<file path="config.mk">
export PLATFORM = sky130hd
export DESIGN_NAME = fft_addr_gen
export DESIGN_NICKNAME = d
export VERILOG_FILES = /design/src/rtl/fft_pkg.sv /design/src/rtl/fft_bitrev.sv /design/src/rtl/fft_addr_gen.sv
export SDC_FILE = /design/constraint.sdc
export NUM_CORES = 1
export LEC_CHECK = 0
export CAP_MARGIN = 15
export CORE_MARGIN = 2
export CORE_UTILIZATION = 35
export DETAILED_ROUTE_END_ITERATION = 10
export GPL_ROUTABILITY_DRIVEN = 1
export GPL_TIMING_DRIVEN = 0
export PLACE_DENSITY = 0.62
export SYNTH_ARGS = -nofsm -noshare
export SYNTH_HDL_FRONTEND = slang
export SYNTH_SLANG_ARGS = --single-unit
export TNS_END_PERCENT = 20
</file>
<file path="constraint.sdc">
create_clock -name Clk -period 5.5 [get_ports Clk]
set_input_delay 1.1 -clock Clk [delete_from_list [all_inputs] [get_ports Clk]]
set_output_delay 1.1 -clock Clk [all_outputs]
set_load 0.005 [all_outputs]
</file>
<file path="src/rtl/fft_pkg.sv">
// ---------------------------------------------------------------------------
// fft_pkg
//
// Shared definitions for the radix-2 DIT FFT address generator:
//   - state_e   : one-hot controller states (IDLE, BITREV, PROC, DONE)
//   - LOG2N_MIN / LOG2N_MAX : legal range of the log2 transform size
//   - PASS_W    : width of pass / size fields (enough to hold LOG2N_MAX)
//   - clampLog2Size : maps an out-of-range runtime size onto the maximum
// ---------------------------------------------------------------------------
package fft_pkg;

    localparam int LOG2N_MIN = 2;
    localparam int LOG2N_MAX = 12;
    localparam int PASS_W    = $clog2(LOG2N_MAX + 1);

    typedef enum logic [3:0] {
        ST_IDLE   = 4'b0001,
        ST_BITREV = 4'b0010,
        ST_PROC   = 4'b0100,
        ST_DONE   = 4'b1000
    } state_e;

    // A requested size below the smallest legal transform or above the
    // instance maximum falls back to the instance maximum.
    function automatic logic [PASS_W-1:0] clampLog2Size(
        input logic [PASS_W-1:0] req,
        input int                maxLog2
    );
        logic [PASS_W-1:0] maxV;
        maxV = PASS_W'(maxLog2);
        if ((req < PASS_W'(LOG2N_MIN)) || (req > maxV)) begin
            return maxV;
        end
        return req;
    endfunction

endpackage

</file>
<file path="src/rtl/fft_bitrev.sv">
// ---------------------------------------------------------------------------
// fft_bitrev
//
// Combinational bit reverser with a runtime width.  Only the low width_i
// bits of n_i are reversed; the result is right-aligned.
//
// Ports:
//   n_i     in  LOG2N   : natural index (bits at or above width_i are zero)
//   width_i in  PASS_W  : number of bits to reverse (1..LOG2N)
//   r_o     out LOG2N   : reverse(n_i[width_i-1:0])
// ---------------------------------------------------------------------------
module fft_bitrev
    import fft_pkg::*;
#(
    parameter int LOG2N = 8
) (
    input  logic [LOG2N-1:0]  n_i,
    input  logic [PASS_W-1:0] width_i,
    output logic [LOG2N-1:0]  r_o
);

    logic [LOG2N-1:0]  revFull;
    logic [PASS_W-1:0] shiftAmt;

    // Reverse across the full LOG2N bits, then shift the result down so the
    // reversal is effectively over width_i bits.
    for (genvar b = 0; b < LOG2N; b++) begin : gRev
        assign revFull[b] = n_i[LOG2N-1-b];
    end

    assign shiftAmt = PASS_W'(LOG2N) - width_i;
    assign r_o      = revFull >> shiftAmt;

endmodule

</file>
<file path="src/rtl/fft_addr_gen.sv">
// ---------------------------------------------------------------------------
// fft_addr_gen
//
// Radix-2 DIT FFT address generator.  Sweeps pass / block / butterfly
// counters for a runtime transform size 2^s (s <= LOG2N) and, per
// butterfly, presents the top and bottom data-RAM indices plus an address
// into a shared N/2-entry twiddle ROM.  Outputs are handed over with a
// valid/ready handshake so the datapath can stall the sweep.
//
// Optional feature macro: FFT_BITREV_EN
//   defined   : a BITREV pass precedes the butterflies and emits each
//               bit-reversal swap pair (n, reverse(n)) exactly once.
//   undefined : IDLE goes straight to PROC, bitrev_phase is tied low.
//
// Ports:
//   Clk          in  1       : clock, rising edge
//   Reset        in  1       : synchronous active-high reset
//   Start        in  1       : begin a transform (taken in IDLE only)
//   Log2Size     in  4       : runtime log2 size, latched on Start
//   Ack          in  1       : return from DONE to IDLE
//   out_ready    in  1       : datapath accepts the current tuple
//   out_valid    out 1       : tuple on i_top/i_bot/twiddle is valid
//   i_top        out LOG2N   : top index (natural index in BITREV)
//   i_bot        out LOG2N   : bottom index (reversed index in BITREV)
//   twiddle      out LOG2N-1 : twiddle ROM address (0 in BITREV)
//   pass         out 4       : current butterfly pass
//   bitrev_phase out 1       : high while in BITREV
//   last         out 1       : high with the final transfer
//   Done         out 1       : high in DONE
//   state        out 4       : one-hot state
// ---------------------------------------------------------------------------
module fft_addr_gen
    import fft_pkg::*;
#(
    parameter int LOG2N = 8
) (
    input  logic             Clk,
    input  logic             Reset,
    input  logic             Start,
    input  logic [3:0]       Log2Size,
    input  logic             Ack,
    input  logic             out_ready,
    output logic             out_valid,
    output logic [LOG2N-1:0] i_top,
    output logic [LOG2N-1:0] i_bot,
    output logic [LOG2N-2:0] twiddle,
    output logic [3:0]       pass,
    output logic             bitrev_phase,
    output logic             last,
    output logic             Done,
    output logic [3:0]       state
);

    localparam int         W   = LOG2N + 1;
    localparam logic [W-1:0] ONE = W'(1);

    state_e            state_q, state_d;
    logic [PASS_W-1:0] size_q,  size_d;
    logic [PASS_W-1:0] pass_q,  pass_d;
    logic [W-1:0]      blk_q,   blk_d;
    logic [W-1:0]      bfly_q,  bfly_d;

    logic [W-1:0]      kMax;
    logic [W-1:0]      jMax;
    logic [PASS_W-1:0] jShift;
    logic [PASS_W-1:0] twShift;
    logic [LOG2N-1:0]  topIdx;
    logic [LOG2N-1:0]  botIdx;
    logic [LOG2N-2:0]  twAddr;
    logic              lastPass;
    logic              procLast;

    // Butterfly addressing for pass i, block j, butterfly k:
    //   top = (j << (i+1)) + k, bot = top + 2^i, twiddle = k << (LOG2N-1-i).
    // The twiddle shift is relative to the maximum size so one ROM serves
    // every runtime size.  Sums are formed W bits wide, then truncated.
    always_comb begin
        kMax     = (ONE << pass_q) - ONE;
        jShift   = size_q - pass_q - PASS_W'(1);
        jMax     = (ONE << jShift) - ONE;
        twShift  = PASS_W'(LOG2N - 1) - pass_q;
        topIdx   = LOG2N'((blk_q << (pass_q + PASS_W'(1))) + bfly_q);
        botIdx   = LOG2N'((blk_q << (pass_q + PASS_W'(1))) + bfly_q + (ONE << pass_q));
        twAddr   = (LOG2N-1)'(bfly_q << twShift);
        lastPass = (pass_q == (size_q - PASS_W'(1)));
        procLast = (bfly_q == kMax) && (blk_q == jMax) && lastPass;
    end

`ifdef FFT_BITREV_EN
    logic [LOG2N-1:0] nIdx_q, nIdx_d;
    logic [LOG2N-1:0] revIdx;
    logic             nLast;
    logic             brValid;

    fft_bitrev #(
        .LOG2N (LOG2N)
    ) uBitrev (
        .n_i     (nIdx_q),
        .width_i (size_q),
        .r_o     (revIdx)
    );

    // Only n < reverse(n) is emitted so each swap pair appears once;
    // palindromic and already-covered indices are skipped without a stall.
    always_comb begin
        nLast   = (nIdx_q == LOG2N'((ONE << size_q) - ONE));
        brValid = (nIdx_q < revIdx);
    end
`endif

    // Output decode: combinational from registered counters and state, so
    // the tuple holds while the datapath withholds out_ready.
    always_comb begin
        out_valid    = 1'b0;
        i_top        = topIdx;
        i_bot        = botIdx;
        twiddle      = twAddr;
        last         = 1'b0;
        Done         = 1'b0;
        bitrev_phase = 1'b0;
        case (state_q)
            ST_PROC: begin
                out_valid = 1'b1;
                last      = procLast;
            end
            ST_DONE: begin
                Done = 1'b1;
            end
`ifdef FFT_BITREV_EN
            ST_BITREV: begin
                out_valid    = brValid;
                i_top        = nIdx_q;
                i_bot        = revIdx;
                twiddle      = '0;
                bitrev_phase = 1'b1;
            end
`endif
            default: begin
            end
        endcase
    end

    assign pass  = pass_q;
    assign state = state_q;

    // Next-state and counter sequencing.  Butterfly k is innermost, then
    // block j, then pass i; counters move only on an accepted transfer.
    // An unrecognised state encoding recovers to IDLE with cleared counters.
    always_comb begin
        state_d = state_q;
        size_d  = size_q;
        pass_d  = pass_q;
        blk_d   = blk_q;
        bfly_d  = bfly_q;
`ifdef FFT_BITREV_EN
        nIdx_d  = nIdx_q;
`endif
        case (state_q)
            ST_IDLE: begin
                if (Start) begin
                    size_d = clampLog2Size(Log2Size, LOG2N);
                    pass_d = '0;
                    blk_d  = '0;
                    bfly_d = '0;
`ifdef FFT_BITREV_EN
                    nIdx_d  = '0;
                    state_d = ST_BITREV;
`else
                    state_d = ST_PROC;
`endif
                end
            end
`ifdef FFT_BITREV_EN
            ST_BITREV: begin
                if (!brValid || out_ready) begin
                    if (nLast) begin
                        nIdx_d  = '0;
                        state_d = ST_PROC;
                    end else begin
                        nIdx_d = nIdx_q + LOG2N'(1);
                    end
                end
            end
`endif
            ST_PROC: begin
                if (out_ready) begin
                    if (bfly_q != kMax) begin
                        bfly_d = bfly_q + ONE;
                    end else begin
                        bfly_d = '0;
                        if (blk_q != jMax) begin
                            blk_d = blk_q + ONE;
                        end else begin
                            blk_d = '0;
                            if (!lastPass) begin
                                pass_d = pass_q + PASS_W'(1);
                            end else begin
                                pass_d  = '0;
                                state_d = ST_DONE;
                            end
                        end
                    end
                end
            end
            ST_DONE: begin
                if (Ack) begin
                    state_d = ST_IDLE;
                end
            end
            default: begin
                state_d = ST_IDLE;
                pass_d  = '0;
                blk_d   = '0;
                bfly_d  = '0;
`ifdef FFT_BITREV_EN
                nIdx_d  = '0;
`endif
            end
        endcase
    end

    // State and counter registers with synchronous reset.
    always_ff @(posedge Clk) begin
        if (Reset) begin
            state_q <= ST_IDLE;
            size_q  <= '0;
            pass_q  <= '0;
            blk_q   <= '0;
            bfly_q  <= '0;
`ifdef FFT_BITREV_EN
            nIdx_q  <= '0;
`endif
        end else begin
            state_q <= state_d;
            size_q  <= size_d;
            pass_q  <= pass_d;
            blk_q   <= blk_d;
            bfly_q  <= bfly_d;
`ifdef FFT_BITREV_EN
            nIdx_q  <= nIdx_d;
`endif
        end
    end

endmodule

</file>
==> results.json <==
{
  "grt_max_degree": 11,
  "overflow": 0,
  "first_iter_violations": 165,
  "path_class": "flop to primary output",
  "p_total_mw": 0.506,
  "synth_top_family_by_area": "simple AND/OR/NAND/NOR gates",
  "area_growth_pct": 28.2,
  "worst_pin_slew_ns": 0.538,
  "finalHoldViolCount": 0,
  "postSynthCellCount": 438,
  "pin_count": 44,
  "avgSynthCellArea_sq_um": 7.76,
  "min_period_over_period_pct": 97.5,
  "synth_cell_type_count": 69,
  "worstReg2RegStart": "pass[0]$_SDFFE_PP0P_",
  "vias_per_cell": 5.36,
  "clock-sinks": 29,
  "cp.required_ns": 4.40,
  "synth_area_leader_cell": "dfxtp_1",
  "dpl.hpwl_mm": 6.98,
  "setup_viol": 0,
  "fin_worst_skew_ns": 0.0138,
  "die_h_um": 103,
  "max_cap_violations": 0,
  "synthesis.area_sq_um": 3400,
  "grt_first_pass_wirelength_mm": 15.3,
  "fmax_ghz": 0.187,
  "start_util_pct": 36.4,
  "antenna_cells": 0,
  "r2r_slack_ns": 1.52,
  "cp-end-kind": "primary output",
  "power.leakage_nw": 1.79,
  "synth_common_cells": "nor2_1, xnor2_1, dfxtp_1, ha_1, nand2_1",
  "power.density_nw_per_um2": 116,
  "finalMaxSlewViolations": 0,
  "outcome": "complete, no violations",
  "first_pass_iters": 4,
  "irDropWorstVdd_mv": 0.0737,
  "synth_edf_count": 0,
  "cts_max_level": 2,
  "fp.dieW_um": 103,
  "path_clk_slew_ns": 0.08,
  "hp-start": "size_q[1]$_SDFFE_PP0P_",
  "grt_util_all_layers_pct": 18.3,
  "hold_path.class": "flop to flop",
  "routabilityCongestion": 0.928,
  "r2r_end": "pass[2]$_SDFFE_PP0P_",
  "ys_ff_latch": 29,
  "relSlewSlack_pct": 64.1,
  "dieArea_sq_um": 10500,
  "slowest_delay_ns": 0.63,
  "port_buffers": 41,
  "drive_above_1_share_pct": 16.1,
  "whs_endpoint": "size_q[1]$_SDFFE_PP0P_",
  "yosys.area_share.xor_xnor_pct": 13.4,
  "arrival_ns": 4.26,
  "synth.area.top_cells": "dfxtp_1, ha_1, xnor2_1",
  "muxShareOfSynthArea_pct": 7.22,
  "synthFlopType": "dfxtp_1",
  "cts_root_buf": "clkbuf_8",
  "path_cells": "clkbuf_16 > clkinvlp_4 > ha_1 > inv_1 > fa_2 > nor2b_4 > nand2_1 > ha_1 > xnor2_1 > or4b_1 > a2bb2oi_1 > nor4b_4 > nand2_1 > nor2_1 > clkdlybuf4s50_1",
  "ant_nets": 0,
  "ys_seq_area_share_pct": 17.1,
  "cp_max_fo": 9,
  "clkLatencyLatePin_ns": 0.29,
  "avgRoutedWirePerCell_um": 14.8,
  "reg2reg_depth": 15,
  "rsz0062_at_grt": "yes",
  "rows": 35,
  "synth-async-reset-ratio_pct": 0,
  "core-area_sq_um": 9330,
  "clk_path_buf_depth": 2,
  "cts_buffers": 5,
  "yosysMostFrequentCell": "nor2_1",
  "via_count": 3387,
  "period_minus_slack_ns": 5.36,
  "synth_top_cell_area_share_pct": 17.1,
  "grt_pass1_vias": 3117,
  "synthAdderAreaFrac_pct": 12.1,
  "drt_wl_total_mm": 9.38,
  "synth_compound_area_share_pct": 17.0,
  "synthSimpleGateAreaFrac_pct": 25.4,
  "num-fill-cells": 916,
  "drc_errors": 0,
  "antenna_found_initial": 0,
  "slowest_stage": "fa_2",
  "fin_nets": 542,
  "final_core_util_pct": 46.7,
  "cts_tree": "done",
  "yosys_warnings": 0,
  "min_path_cells": 2,
  "cp-start-kind": "flop"
}
metrics by stage:
stage               worst slack, ns  instances  setup TNS (ns)  hold WS [ns]  instance area, sq um
global placement             -0.755        609           -1.75         0.482                  3970
finish                        0.139        632               0         0.522                  4360
floorplan                     0.318        439               0         0.457                  3400
CTS                        -0.00392        624        -0.00392         0.522                  4250
detailed placement           -0.810        609           -2.00         0.490                  3970
global route                -0.0515        632         -0.0515         0.549                  4360
critical path: cells and delay by family (launching register included):
| family | cells | cell delay (ns) |
|---|---|---|
| compound gates | 1 | 0.18 |
| xor+xnor | 1 | 0.16 |
| fa+ha+maj | 3 | 1.12 |
| buf+inv | 4 | 0.84 |
| flops | 1 | 0.37 |
| simple gates | 6 | 1.30 |
cell families (layout without fill, tap and decap cells):
| logic type | after synthesis | after routing |
|---|---|---|
| DFF | 29 | 29 |
| xor gates and xnor gates | 52 | 52 |
| and+or+nand+nor | 167 | 167 |
| muxes | 18 | 18 |
| adders and majority gates | 31 | 31 |
| AOI/OAI and AO/OA | 83 | 83 |
| buffers and inverters | 57 | 121 |
| other | 1 | 2 |
report_power, final:
part           switching (mW)  internal (mW)
Clock                  0.0933         0.0877
Combinational          0.0546         0.0512
Sequential            0.00653          0.213
Total                   0.154          0.352
layer usage:
metal / wire length, um / track usage, % / vias up
met5: 0 / 0 / -
met4: 206 / 5.54 / 0
met3: 565 / 2.92 / 18
met2: 4290 / 29.7 / 118
met1: 4320 / 25.2 / 1590
li1: - / - / 1661
placed cells by master (no fill, tap or decap), drive strengths merged, types with 7 or more instances in the layout:
cell           instances
mux2i                 11
a21oi                 21
inv                   24
nor2b                  7
nor2                  56
and3                  11
clkbuf                20
xor2                  21
buf                   32
clkdlybuf4s50         40
nor3                  12
nand2                 27
xnor2                 31
dfxtp                 29
ha                    28
nand3                 15
o21ai                 12
sequential cells by signal, summed over array words and instances, names as in the netlist:
name and count:
pass 4, state 3, blk_q 9, size_q 4, bfly_q 9
repair_timing:
action,4_1_cts,5_1_grt
endpoints found under the hold margin,0,0
buffers inserted,10,8
setup endpoints to repair,10,4
hold buffers,0,0
pin swaps,5,6
cloned,0,0
resized for setup,31,13
cell type report:
cell class	instances	area (sq um)	area share (%)
clock buffer	6	72.6	1.67
timing repair buffer	59	548	12.6
inverter	26	105	2.41
sequential	29	592	13.6
multi-input combinational	353	2660	61.0
buffer	28	211	4.85
tap	129	161	3.70
clock inverter	2	10.0	0.230
worst max path at each step:
| stage | slack [ns] | from | end | depth (start not counted) |
|---|---|---|---|---|
| 6_report | 0.14 | pass[0]$_SDFFE_PP0P_ | last | 15 |
| 5_1_grt | -0.05 | pass[0]$_SDFFE_PP0P_ | last | 15 |
| 4_1_cts | -0.004 | pass[0]$_SDFFE_PP0P_ | i_bot[7] | 19 |
| 3_5_place_dp | -0.81 | pass[0]$_SDFFE_PP0P_ | i_bot[7] | 18 |
| 3_3_place_gp | -0.76 | pass[0]$_SDFFE_PP0P_ | i_bot[7] | 18 |
| 2_1_floorplan | 0.32 | pass[0]$_SDFFE_PP0P_ | i_bot[7] | 17 |
Power figures use the tool's default switching activity.
